===== config.mk =====
export PLATFORM = sky130hd
export DESIGN_NAME = clock_window_accumulator
export DESIGN_NICKNAME = d
export VERILOG_FILES = /design/src/rtl/clock_window_accumulator.sv
export SDC_FILE = /design/constraint.sdc
export NUM_CORES = 1
export LEC_CHECK = 0
export BUFFER_PORTS_ARGS = -buffer_cell sky130_fd_sc_hd__buf_2
export CORE_ASPECT_RATIO = 1.1
export CORE_UTILIZATION = 45
export DETAILED_ROUTE_END_ITERATION = 6
export HOLD_SLACK_MARGIN = 0.12
export PLACE_DENSITY = 0.63
export SKIP_LAST_GASP = 1
export SLEW_MARGIN = 20
export SYNTH_ARGS = -nofsm -noshare
export SYNTH_HDL_FRONTEND = slang
export SYNTH_SLANG_ARGS = --single-unit

===== constraint.sdc =====
create_clock -name clk -period 7.3 [get_ports clk]
set_input_delay 1.825 -clock clk [delete_from_list [all_inputs] [get_ports clk]]
set_output_delay 1.825 -clock clk [all_outputs]
set_load 0.05 [all_outputs]

===== src/rtl/clock_window_accumulator.sv =====
// ============================================================================
//  Module   : clock_window_accumulator
//  Purpose  : Sums valid signed samples between selected slow_clk edges and
//             hands each window (sum/count/sat) to a valid/ready buffer.
//             Define CWA_SKID_EN for a 2-entry output FIFO instead of 1 entry.
//  Revision : 1.0 - initial release
// ============================================================================
`timescale 1ns/1ps
`default_nettype none

module clock_window_accumulator #(
   parameter int DW    = 14,
   parameter int ACC_W = 32,
   parameter int CNT_W = 32
) (
   input  logic                    clk,
   input  logic                    rst_n,
   input  logic                    slow_clk,
   input  logic [1:0]              edge_mode,
   input  logic signed [DW-1:0]    din,
   input  logic                    din_valid,
   output logic signed [ACC_W-1:0] sum_out,
   output logic [CNT_W-1:0]        cnt_out,
   output logic                    sat_out,
   output logic                    out_valid,
   input  logic                    out_ready,
   output logic                    overrun,
   input  logic                    clear_overrun
);

   localparam int EW = ACC_W + CNT_W + 1;
   localparam logic [ACC_W-1:0] c_acc_max = {1'b0, {(ACC_W-1){1'b1}}};
   localparam logic [ACC_W-1:0] c_acc_min = {1'b1, {(ACC_W-1){1'b0}}};
   localparam logic [CNT_W-1:0] c_cnt_one = {{(CNT_W-1){1'b0}}, 1'b1};

   typedef enum logic [1:0] {
      S_IDLE  = 2'd0,
      S_ARM   = 2'd1,
      S_ACCUM = 2'd2
   } state_t;

   state_t             state_q;
   logic               slow_q;
   logic [ACC_W-1:0]   acc_q;
   logic [CNT_W-1:0]   cnt_q;
   logic               sat_q;
   logic               overrun_q;

   logic               w_rise, w_fall, w_bnd, w_disable;
   logic [ACC_W-1:0]   w_din_ext;
   logic [ACC_W:0]     w_sum_ext;
   logic               w_ovf;
   logic [ACC_W-1:0]   w_acc_add;
   logic [CNT_W-1:0]   w_cnt_inc;
   logic               w_push, w_pop, w_drop;
   logic [EW-1:0]      w_win;

   assign w_rise    = slow_clk & ~slow_q;
   assign w_fall    = ~slow_clk & slow_q;
   assign w_disable = (edge_mode == 2'b11);

   always_comb begin
      w_bnd = 1'b0;
      case (edge_mode)
         2'b00:   w_bnd = w_rise;
         2'b01:   w_bnd = w_fall;
         2'b10:   w_bnd = w_rise | w_fall;
         default: w_bnd = 1'b0;
      endcase
   end

   // One guard bit exposes signed overflow; clamp toward the sign of the true sum.
   assign w_din_ext = {{(ACC_W-DW){din[DW-1]}}, din};
   assign w_sum_ext = {acc_q[ACC_W-1], acc_q} + {w_din_ext[ACC_W-1], w_din_ext};
   assign w_ovf     = w_sum_ext[ACC_W] ^ w_sum_ext[ACC_W-1];
   assign w_acc_add = w_ovf ? (w_sum_ext[ACC_W] ? c_acc_min : c_acc_max)
                            : w_sum_ext[ACC_W-1:0];
   assign w_cnt_inc = (&cnt_q) ? cnt_q : cnt_q + c_cnt_one;

   assign w_push = (state_q == S_ACCUM) & ~w_disable & w_bnd;
   assign w_win  = {sat_q, cnt_q, acc_q};

   always_ff @(posedge clk) begin
      if (!rst_n) begin
         state_q <= S_IDLE;
         slow_q  <= 1'b0;
         acc_q   <= '0;
         cnt_q   <= '0;
         sat_q   <= 1'b0;
      end else begin
         slow_q <= slow_clk;
         case (state_q)
            S_IDLE: begin
               acc_q <= '0;
               cnt_q <= '0;
               sat_q <= 1'b0;
               if (!w_disable) state_q <= S_ARM;
            end
            S_ARM, S_ACCUM: begin
               if (w_disable) begin
                  state_q <= S_IDLE;
                  acc_q   <= '0;
                  cnt_q   <= '0;
                  sat_q   <= 1'b0;
               end else if (w_bnd) begin
                  // The boundary sample opens the next window.
                  state_q <= S_ACCUM;
                  acc_q   <= din_valid ? w_din_ext : '0;
                  cnt_q   <= din_valid ? c_cnt_one : '0;
                  sat_q   <= 1'b0;
               end else if (state_q == S_ACCUM && din_valid) begin
                  acc_q <= w_acc_add;
                  cnt_q <= w_cnt_inc;
                  sat_q <= sat_q | w_ovf;
               end
            end
            default: begin
               state_q <= S_IDLE;
               acc_q   <= '0;
               cnt_q   <= '0;
               sat_q   <= 1'b0;
            end
         endcase
      end
   end

`ifdef CWA_SKID_EN
   logic [EW-1:0] ent0_q, ent1_q;
   logic [1:0]    fill_q;

   assign w_pop  = (fill_q != 2'd0) & out_ready;
   assign w_drop = w_push & ~w_pop & (fill_q == 2'd2);

   always_ff @(posedge clk) begin
      if (!rst_n) begin
         ent0_q <= '0;
         ent1_q <= '0;
         fill_q <= 2'd0;
      end else begin
         case ({w_push, w_pop})
            2'b11: begin
               if (fill_q == 2'd1) begin
                  ent0_q <= w_win;
               end else begin
                  ent0_q <= ent1_q;
                  ent1_q <= w_win;
               end
            end
            2'b01: begin
               ent0_q <= ent1_q;
               fill_q <= fill_q - 2'd1;
            end
            2'b10: begin
               if (fill_q == 2'd0) begin
                  ent0_q <= w_win;
                  fill_q <= 2'd1;
               end else if (fill_q == 2'd1) begin
                  ent1_q <= w_win;
                  fill_q <= 2'd2;
               end
            end
            default: ;
         endcase
      end
   end

   assign out_valid = (fill_q != 2'd0);
   assign {sat_out, cnt_out, sum_out} = ent0_q;
`else
   logic [EW-1:0] ent_q;
   logic          valid_q;

   assign w_pop  = valid_q & out_ready;
   assign w_drop = w_push & valid_q & ~w_pop;

   always_ff @(posedge clk) begin
      if (!rst_n) begin
         ent_q   <= '0;
         valid_q <= 1'b0;
      end else if (w_push && (!valid_q || w_pop)) begin
         ent_q   <= w_win;
         valid_q <= 1'b1;
      end else if (w_pop) begin
         valid_q <= 1'b0;
      end
   end

   assign out_valid = valid_q;
   assign {sat_out, cnt_out, sum_out} = ent_q;
`endif

   // A new drop outranks a simultaneous clear.
   always_ff @(posedge clk) begin
      if (!rst_n)             overrun_q <= 1'b0;
      else if (w_drop)        overrun_q <= 1'b1;
      else if (clear_overrun) overrun_q <= 1'b0;
   end

   assign overrun = overrun_q;

endmodule

`default_nettype wire


# ---- Yosys cells after proc, flatten, opt, wreduce, memory -nomap -nowiden
# Cells that the tools add are included.
dict set report totals {
  regBits 135
  inputBits 22
  out_inout_bits 67
  elab_cells 67
}
dict set report classes {
  add_sub_neg 2
  n_eq_ne 8
  mux 18
  bitwise 16
  reduce_logical 15
}
# cell n
set op_table {}
lappend op_table {{32-bit two-way mux} 8}
lappend op_table {{32-bit by 14-bit adder with 33-bit output} 1}
lappend op_table {{32-bit by 1-bit adder with 32-bit output, second input constant} 1}
lappend op_table {{32-bit AND reduction} 1}
lappend op_table {{1-bit AND} 7}
lappend op_table {{2-bit equality test, second input constant} 3}
lappend op_table {{2-bit two-way mux} 3}
lappend op_table {{1-bit inverter} 6}
lappend op_table {{2-bit nonzero test} 3}
lappend op_table {{1-bit two-way mux} 5}
lappend op_table {{2-bit by 1-bit equality test with 1-bit output, second input constant} 2}
lappend op_table {{2-bit logical NOT} 2}
lappend op_table {{2-bit inequality test, second input constant} 2}
lappend op_table {{2-bit one-hot mux with 2 select lines} 1}
lappend op_table {{2-bit AND reduction} 2}
lappend op_table {{4-bit OR reduction} 1}
lappend op_table {{3-bit inequality test, second input constant} 1}
lappend op_table {{1-bit one-hot mux with 3 select lines} 1}
lappend op_table {{3-bit OR reduction} 1}
lappend op_table {{1-bit logical AND} 2}
lappend op_table {{1-bit bitwise OR} 2}
lappend op_table {{2-bit OR reduction} 1}
lappend op_table {{1-bit logical NOT} 1}
lappend op_table {{1-bit logical OR} 1}
lappend op_table {{1-bit bitwise XOR} 1}

# ---- Longest topological paths before layout
# Gate-level depths: netlist of run 1.
dict set report depth {
  ltp_word 8
  ltp_mapped 13
  depth_no_buf 12
}

# ---- Worst setup path before layout of run 1
# No wires, ideal clock.
dict set report synth_timing {
  kind {input port to flip-flop}
  startpoint {in din[0]}
  endpoint {reg acc_q[19]}
  setup_ns 0.119
  arrival_ns 4.091
  required_ns 7.181
  slack_ns 3.089
  path_stages 12
  path_buffers 1
  path_cell_list {ha_1 -> inv_1 -> fa_1 -> nor2b_1 -> o31ai_1 -> a31o_2 -> a211oi_2 -> o31ai_2 -> nor3_1 -> a221oi_2 -> buf_6 -> a21oi_1}
}
dict set report synth_between {
  elab_chain_len 5
  elab_cells_between_ends 6
}
# item line_no
set synth_rtl {}
lappend synth_rtl {{start: declaration} 20} ;# input logic signed [DW-1:0] din,
lappend synth_rtl {{32-bit by 14-bit adder with 33-bit output (*)} 74} ;# assign w_sum_ext = {acc_q[ACC_W-1], acc_q} + {w_din_ext[ACC_W-1], w_din_ext};
lappend synth_rtl {{32-bit two-way mux or 1-bit bitwise XOR (tied branches)} {76, 75}}
lappend synth_rtl {{32-bit two-way mux (*)} 76} ;# assign w_acc_add = w_ovf ? (w_sum_ext[ACC_W] ? c_acc_min : c_acc_max)
lappend synth_rtl {{32-bit two-way mux (*)} 111} ;# end else if (state_q == S_ACCUM && din_valid) begin
lappend synth_rtl {{32-bit two-way mux (*)} 105} ;# end else if (w_bnd) begin
lappend synth_rtl {{end signal: assignment} 108} ;# acc_q <= din_valid ? w_din_ext : '0;
lappend synth_rtl {{end signal: assignment} 112} ;# acc_q <= w_acc_add;
lappend synth_rtl {{end: declaration} 44} ;# logic [ACC_W-1:0] acc_q;
# Every way passes the cells marked *; elsewhere a longest branch is shown, timed or not. The select of a mux whose other input is x is not followed.
# A chain may end at the register's enable or synchronous reset.

# ---- Worst setup path in the final report of run 1
dict set report layout_timing {
  startpoint {in din[13]}
  endpoint {reg acc_q[12]}
}
# Same word-level chain as after synthesis.

==> impl_metrics.ini, run 1 <==
[drt]
drc = 0
avgRoutedWirePerCell_um = 14.5
wl_um = 17000
drtIter0Drc = 340
viasPerCell = 5.36
dr_total_vias = 6306
dr.pass1.iters = 4
drtAntennaViolNets = 0

[floorplan]
core_area_um2 = 15700
start_util_pct = 45.9
die_h_um = 135
chipWidth_um = 123
num_rows = 48
die_area_um2 = 16500
ios = 89

[clock_tree]
postCtsSetupBuffers = 0
numCtsBuffers = 17
cts_tree = yes
cts.sinks = 135
worstSkewPairLatency_ns = 0.42
cts_buffer_depth = 2
h-tree-depth = 4
cts_resized = 0
clk_pin_slew_ns = 0.06
ctsRootBufferMaster = clkbuf_16
holdBufCountCts = 0

[sta]
layout_setup_ws_ns = 2.43
fmax_mhz = 205
hold_viol = 0
tightest_slew_ns = 1.08
finalMaxSlewViolations = 0
max_slew_margin_pct = 28.3
fin_worst_skew_ns = 0.0112
hold_slack_ns = 0.456
post-route-period-util_pct = 66.7
grt_setup_unrepaired = false
period_minus_slack_ns = 4.87
setup_viol = 0
tns_ns = 0

[synthesis]
seq_area_frac_synth_pct = 37.6
yosys.area_share.simple_pct = 20.4
yosysTopAreaCell = dfxtp_1
synthTopCellsByArea = dfxtp_1 38%, nand2_1 9.8%, a21boi_0 7.1%
synth_edf_count = 0
ys.flop_type = dfxtp_1
netlist_area_um2 = 7200
synth_xor_area_share_pct = 6.69
syn_avg_cell_area_um2 = 8.03
synth_top_family_by_area = compound AO/OA/AOI/OAI gates
yosys.area.top_type_share_pct = 37.6
syn_inst = 896
synth_mux_area_share_pct = 0.417
synthAdderAreaFrac_pct = 6.89
ys_async_sr_fraction_pct = 0
synth_compound_area_share_pct = 24.3
synth_cell_types = 62
syn_nets = 957
synth_warnings = 0
synth_seq_cells = 135

[place]
io_buffers = 88
place_congestion = 0.905
post-dp-hpwl_um = 11700
placedCellCount = 1144
dpl_cell_area_um2 = 7750
pre_cts_slack_ns = 2.03

[worst_setup_path]
slowest_stage = nand2_1
path_max_fanout = 26
startpoint_type = input pin
reg2reg_from = acc_q[1]
crit_path_cell_trace = buf_2 > ha_1 > a21o_1 > a31oi_1 > o2111a_1 > a311oi_1 > o31ai_2 > a2bb2oi_1 > nand2_1 > a32oi_1 > a21oi_1
critPathLaunch = din[13]
r2r-end = acc_q[12]
cp.arrival_ns = 5.13
crit_required_ns = 7.56
crit_buf_inv = 1
rr_worst_depth = 10
critPathKind = input pin to flop
r2r_slack_ns = 3.81
critPathCaptureType = flop
critPathMaxStageDelay_ns = 0.62
cpLargestDelayFamily = compound AO/OA/AOI/OAI gates

[worst_hold_path]
min_from = ent_q[44]
worstHoldEndpoint = ent_q[44]
hold_depth = 2
hp-class = flop to flop

[global_route]
grt_overflow = 0
grt_max_degree = 73
grt_usage_pct = 21.7
grt_antenna_before_repair = 1
grt_pass1_wl_um = 28400
grt_pass1_vias = 5860

[final_layout]
postLayoutCellArea_um2 = 8340
drive_above_1_share_pct = 14.4
seqCellArea_um2 = 2700
final_net_count = 1024
fillers = 1531
final_util_pct = 53.2
finalNonFillerCells = 1176
syn_to_final_growth_pct = 15.9
multiInputGateArea_um2 = 4240

[job]
drv_cap = 0

[outcome]
status = finished clean

[power]
p_per_area_nw_per_um2 = 249
total_power_mw = 2.08
ir_drop_v = 0.000152
p_leak_nw = 3.43
power by group:
| part | total [mW] | internal [mW] | switching, mW |
|---|---|---|---|
| logic | 0.435 | 0.158 | 0.278 |
| registers | 0.788 | 0.765 | 0.0230 |
| clock network | 0.855 | 0.518 | 0.337 |
registers in the layout, summed over array words and instances, names as in the netlist:
register	cells
overrun	1
cnt_q	32
state_q	2
sat_q	1
out_valid	1
slow_q	1
ent_q	65
acc_q	32
layer usage:
metal	global-route usage (%)	vias to the layer above	wire length (um)
met2	36.9	94	8350
met5	0	-	0
met3	4.86	16	466
li1	-	3270	-
met4	6.44	0	204
met1	27.0	2926	8010
cell usage in the layout, fill, tap and decap left out, drive strengths merged, types with 21 or more instances in the layout:
cell,n
a21oi,62
dfxtp,135
xnor2,21
a21boi,68
ha,38
nand2,187
nor2,51
buf,95
nand3,29
o21ai,56
xor2,34
tightest hold or removal path, cell delays in order, from the launching register on:
cell and delay (ns):
dfxtp_1 0.30, nand2_1 0.04, a21boi_0 0.06
worst max path at each step:
stage	end	depth (start not counted)
floorplan	acc_q[19]	12
global placement	acc_q[12]	11
detailed placement	acc_q[12]	11
CTS	acc_q[12]	11
global route	acc_q[12]	11
finish	acc_q[12]	11
layout make-up:
cell class | instances | area share, %
Antenna cell | 1 | 0.0300
Clock buffer | 19 | 5.43
Clock inverter | 12 | 1.53
Inverter | 19 | 0.855
Multi-Input combinational cell | 695 | 50.8
Sequential cell | 135 | 32.4
Tap cell | 200 | 3.00
Timing Repair Buffer | 95 | 5.91
logic make-up (layout without fill, tap and decap cells):
kind of cell	after synthesis	after routing
AOI/OAI and AO/OA	264	264
xor gates and xnor gates	55	55
adders and majority gates	39	39
buffers and inverters	66	145
DFF	135	135
muxes	3	3
other	0	1
and+or+nand+nor	334	334
synthesized netlist by cell type (5+ instances only):
library cell,n
and4_1,6
a21oi_1,62
a21o_1,16
xnor2_1,21
nor2_1,51
clkbuf_1,30
dfxtp_1,135
nand2b_1,6
a22oi_1,9
a21boi_0,68
nor3_1,11
nand4_1,7
and3_1,12
nand2_1,187
and2_1,6
ha_1,38
o21ai_0,55
buf_1,6
buf_2,8
or3_1,5
a31oi_1,9
xor2_1,34
nand3_1,29
inv_1,19
Note: power is estimated with default switching activity, not from simulation.
==> inputs of run 2 (changes only) <==
--- a/config.mk
+++ b/config.mk
@@ -10,7 +10,7 @@
 export CORE_UTILIZATION = 45
 export DETAILED_ROUTE_END_ITERATION = 6
 export HOLD_SLACK_MARGIN = 0.12
-export PLACE_DENSITY = 0.63
+export PLACE_DENSITY = 0.66
 export SKIP_LAST_GASP = 1
 export SLEW_MARGIN = 20
 export SYNTH_ARGS = -nofsm -noshare
==> constraint.sdc (replaced) <==
create_clock -name clk -period 4.42 [get_ports clk]
set_input_delay 1.105 -clock clk [delete_from_list [all_inputs] [get_ports clk]]
set_output_delay 1.105 -clock clk [all_outputs]
set_load 0.05 [all_outputs]
==> run 2 against run 1 <==
Net effect: hold slack better by 0.0017 ns; clock skew down 0.0029 ns; combinational power up 72%.
==> impl_metrics.ini, run 2 (synthesis gave the netlist of run 1 again) <==
[worst_hold_path]
hp-class = flop to flop
min_from = ent_q[48]
hold_depth = 2
worstHoldEndpoint = ent_q[48]

[clock_tree]
h-tree-depth = 4
cts_resized = 0
cts_tree = yes
postCtsSetupBuffers = 0
cts_buffer_depth = 2
holdBufCountCts = 0
cts.sinks = 135
ctsRootBufferMaster = clkbuf_16
clk_pin_slew_ns = 0.06
worstSkewPairLatency_ns = 0.43
numCtsBuffers = 17

[place]
post-dp-hpwl_um = 12100
io_buffers = 88
dpl_cell_area_um2 = 7850
place_congestion = 0.875
placedCellCount = 1151

[power]
switching_share_pct = 31.1
p_per_area_nw_per_um2 = 409
p_leak_nw = 3.47
ir_drop_v = 0.000286
pwr-share-comb_pct = 21.7
internal_power_mw = 2.37
seqPwrFrac_pct = 37.8
power_switching_mw = 1.07
pwr-share-clk_pct = 40.5

[drt]
drtIter0Drc = 304
dr.pass1.iters = 5
viasPerCell = 5.40
drtAntennaViolNets = 0
wl_met3_um = 650
dr_total_vias = 6398
wl_um = 17200
drc = 0
dr_wl_met2_um = 8460
wl_met1_um = 7790
avgRoutedWirePerCell_um = 14.5
maxUsedRoutingLayer = met4

[final_layout]
postLayoutCellArea_um2 = 8420
top_register = ent_q
final_cell_mix = 187 x nand2_1, 135 x dfxtp_1, 88 x buf_2
syn_to_final_growth_pct = 17.1
final_common_cell = nand2_1
drive_above_1_share_pct = 15.0
fillers = 1499
largest_reg_flops = 65
finalNonFillerCells = 1184
final_net_count = 1031
reg.largest.list = ent_q: 65 flops, acc_q: 32 flops, cnt_q: 32 flops

[sta]
hold_viol = 0
period_minus_slack_ns = 3.97
tns_ns = 0
fmax_mhz = 252
fin_worst_skew_ns = 0.00835
max_slew_margin_pct = 30.2
tightest_slew_ns = 1.05
finalMaxSlewViolations = 0
grt_setup_unrepaired = false
setup_viol = 0
post-route-period-util_pct = 89.8

[floorplan]
die_h_um = 135
num_rows = 48
die_area_um2 = 16500
ios = 89
start_util_pct = 45.9
chipWidth_um = 123
core_area_um2 = 15700

[worst_setup_path]
cpLargestDelayFamily = compound AO/OA/AOI/OAI gates
rr_worst_depth = 11
cp.arrival_ns = 4.22
critPathLaunch = din[13]
path_max_fanout = 21
crit_required_ns = 4.67
crit_buf_inv = 1
critPathMaxStageDelay_ns = 0.85
critPathCaptureType = flop
slowest_stage = a21oi_1
crit_path_cell_trace = buf_2 > ha_1 > a21o_1 > a31oi_1 > o2111a_1 > a311oi_1 > o31ai_2 > nor3_1 > a21oi_1 > a31oi_1
startpoint_type = input pin
r2r-end = acc_q[11]
reg2reg_from = acc_q[0]
cpMostUsedCell = a31oi_1
r2r_slack_ns = 1.09
critPathKind = input pin to flop

[global_route]
grt_usage_pct = 22.1
grt_antenna_before_repair = 2
grt_max_degree = 71
grt_pass1_vias = 6045
grt_pass1_wl_um = 28800
grt_overflow = 0

[outcome]
status = finished clean

[job]
drv_cap = 0
-- run 2: changes by cell type in the layout (fill, tap and decap cells not counted) --
cell      change
inv_6         +2
clkinv_4      +1
clkbuf_8      -2
clkinv_2      -1
buf_4         +4
buf_12        +3
diode_2       +1
-- run 2: worst reg2reg max path: stages, from the launching register on --
cell and delay (ns):
dfxtp_1 0.33, ha_1 0.21, inv_1 0.07, fa_1 0.20
nor2b_1 0.07, o31ai_1 0.38, a31o_2 0.27, a211oi_2 0.09
o31ai_2 0.34, nor3_1 0.15, a21oi_1 0.85, a31oi_1 0.18
-- run 2: cell type report --
| cell class | count | area (um2) | share of cell area (%) |
|---|---|---|---|
| Tap cell | 200 | 250 | 2.97 |
| Antenna cell | 2 | 5.00 | 0.0594 |
| Timing Repair Buffer | 102 | 583 | 6.92 |
| Clock buffer | 17 | 425 | 5.05 |
| Sequential cell | 135 | 2700 | 32.1 |
| Clock inverter | 14 | 149 | 1.77 |
| Inverter | 19 | 71.3 | 0.847 |
| Multi-Input combinational cell | 695 | 4240 | 50.3 |
-- run 2: worst max-delay path by stage --
stage,to,depth (start not counted)
4_1_cts,acc_q[11],10
6_report,acc_q[11],10
2_1_floorplan,acc_q[19],12
5_1_grt,acc_q[5],10
3_5_place_dp,acc_q[11],10
3_3_place_gp,acc_q[11],10
-- run 2: through the flow --
| stage | setup slack (ns) | util [%] | hold WS (ns) | power (mW) |
|---|---|---|---|---|
| after detailed placement | 0.0938 | 50.0 | 0.455 | 2.07 |
| after global routing | 0.214 | 53.7 | 0.480 | 3.62 |
| after global placement | 0.152 | 50.0 | 0.449 | 2.06 |
| final | 0.450 | 53.7 | 0.458 | 3.44 |
| after CTS | 0.545 | 53.7 | 0.462 | 3.46 |
| after floorplan | 0.929 | - | 0.441 | 1.87 |
-- run 2: per-layer routing --
layer,track usage [%],up-vias
met3,5.03,29
met2,37.5,107
met4,8.33,0
li1,-,3295
met5,0,-
met1,26.9,2967
-- run 2: power groups by stage --
stage / Sequential, mW / Combinational (mW) / Clock, mW
floorplan: 1.32 / 0.552 / 0
global placement: 1.33 / 0.735 / 0
detailed placement: 1.33 / 0.742 / 0
global route: 1.31 / 0.842 / 1.47
finish: 1.30 / 0.749 / 1.39
CTS: 1.30 / 0.746 / 1.42
==> inputs of run 3 (changes only) <==
--- a/config.mk
+++ b/config.mk
@@ -11,6 +11,7 @@
 export DETAILED_ROUTE_END_ITERATION = 6
 export HOLD_SLACK_MARGIN = 0.12
 export PLACE_DENSITY = 0.66
+export RECOVER_POWER = 100
 export SKIP_LAST_GASP = 1
 export SLEW_MARGIN = 20
 export SYNTH_ARGS = -nofsm -noshare
==> constraint.sdc (replaced) <==
create_clock -name clk -period 4.42 [get_ports clk]
set_input_delay 1.105 -clock clk [delete_from_list [all_inputs] [get_ports clk]]
set_output_delay 1.105 -clock clk [all_outputs]
set_load 0.02 [all_outputs]
==> run 3 against run 2 <==
Net effect: the flow now finishes with violations (max-capacitance violations, max-slew violations); non-clock buffer count unchanged; final cell count unchanged; cell area decreased by 1.9%; utilization decreased by 1.0 points; first-iteration DRC count decreased by 6.6%.
==> impl_metrics.ini, run 3 (synthesis gave the netlist of run 1 again) <==
[floorplan]
chipWidth_um = 123
core_area_um2 = 15700
num_rows = 48
start_util_pct = 45.9
die_area_um2 = 16500
die_h_um = 135
ios = 89

[worst_setup_path]
cp.arrival_ns = 4.38
reg2reg_from = slow_q
path_max_fanout = 10
r2r_slack_ns = 0.78
crit_required_ns = 4.73
startpoint_type = input pin
critPathLaunch = slow_clk
rr_worst_depth = 10
critPathCaptureType = flop
critPathKind = input pin to flop

[final_layout]
final_net_count = 1031
final_cell_mix = 187 x nand2_1, 135 x dfxtp_1, 71 x clkbuf_1
reg.largest.list = ent_q: 65 flops, acc_q: 32 flops, cnt_q: 32 flops
drive_above_1_share_pct = 7.33
finalNonFillerCells = 1184
top_register = ent_q
syn_to_final_growth_pct = 14.9
fillers = 1554
final_common_cell = nand2_1
largest_reg_flops = 65

[power]
ir_drop_v = 0.000286
total_power_mw = 3.42
p_leak_nw = 3.13
p_per_area_nw_per_um2 = 413

[global_route]
grt_pass1_vias = 6045
grt_pass1_wl_um = 28800
grt_usage_pct = 22.1
grt_overflow = 0
grt_max_degree = 71
grt_antenna_before_repair = 2

[worst_hold_path]
hold_depth = 2
min_from = ent_q[40]
hp-class = flop to flop

[job]
drv_cap = 1

[sta]
finalMaxSlewViolations = 71
fin_worst_skew_ns = 0.00782
fmax_mhz = 246
hold_viol = 0
period_minus_slack_ns = 4.07
max_slew_margin_pct = -64.1
grt_setup_unrepaired = false
tightest_slew_ns = 2.46
tns_ns = 0
hold_slack_ns = 0.463
setup_viol = 0
post-route-period-util_pct = 92.0
layout_setup_ws_ns = 0.354

[place]
placedCellCount = 1151
post-dp-hpwl_um = 12100
pre_cts_slack_ns = 0.0938
io_buffers = 88
place_congestion = 0.875

[clock_tree]
numCtsBuffers = 17
holdBufCountCts = 0
ctsRootBufferMaster = clkbuf_16
cts_tree = yes
cts_resized = 0
h-tree-depth = 4
postCtsSetupBuffers = 0
cts_buffer_depth = 2
worstSkewPairLatency_ns = 0.43
cts.sinks = 135
clk_pin_slew_ns = 0.06

[drt]
dr.pass1.iters = 4
viasPerCell = 5.37
drtAntennaViolNets = 0
dr_total_vias = 6358
drtIter0Drc = 284
drc = 0
wl_um = 17300
avgRoutedWirePerCell_um = 14.6

[outcome]
violations = max-capacitance violations, max-slew violations
status = finished, violations left
==> run 3: cell types whose count changed in the layout (fill, tap and decap cells not counted), sizes merged <==
| cell | delta |
|---|---|
| clkbuf | +72 |
| buf | -72 |
==> run 3: stage by stage <==
stage,instance area (um2),utilization [%]
6_report,8270,52.7
5_1_grt,8270,52.7
4_1_cts,8420,53.7
3_5_place_dp,7850,50.0
3_3_place_gp,7850,50.0
2_1_floorplan,7200,-
==> run 3: layout make-up <==
| class | count | area, um2 | share of cell area (%) |
|---|---|---|---|
| clock buffer | 17 | 425 | 5.15 |
| clock inverter | 14 | 149 | 1.80 |
| multi-input combinational | 695 | 4210 | 50.9 |
| antenna | 2 | 5.00 | 0.0605 |
| inverter | 19 | 71.3 | 0.863 |
| timing repair buffer | 102 | 457 | 5.52 |
| sequential | 135 | 2700 | 32.7 |
| tap | 200 | 250 | 3.03 |
==> run 3: where the power goes <==
| part | total, mW | internal (mW) | switching [mW] |
|---|---|---|---|
| Sequential | 1.30 | 1.26 | 0.0383 |
| Clock | 1.39 | 0.828 | 0.562 |
| Combinational | 0.726 | 0.265 | 0.461 |
| Total | 3.42 | 2.36 | 1.06 |
==> run 3: per-layer routing <==
layer	part of all wire (%)	global-route usage (%)
met3	3.7	5.03
met2	49	37.5
met1	46	26.9
met5	0	0
met4	1.7	8.33
==> run 3: critical path: stages <==
cell	delay [ns]
buf_2	0.12
ha_1	0.20
nand2b_1	0.11
a21oi_1	0.13
or2_0	0.44
o41ai_1	1.26
nor2_1	0.46
and3_1	0.35
xnor2_1	0.13
nor2_1	0.05
==> run 3: path summary, 6_finish.rpt <==
check                    to
setup reg to reg  cnt_q[29]
hold reg to reg   ent_q[40]
hold / removal    ent_q[40]
setup / recovery  cnt_q[29]
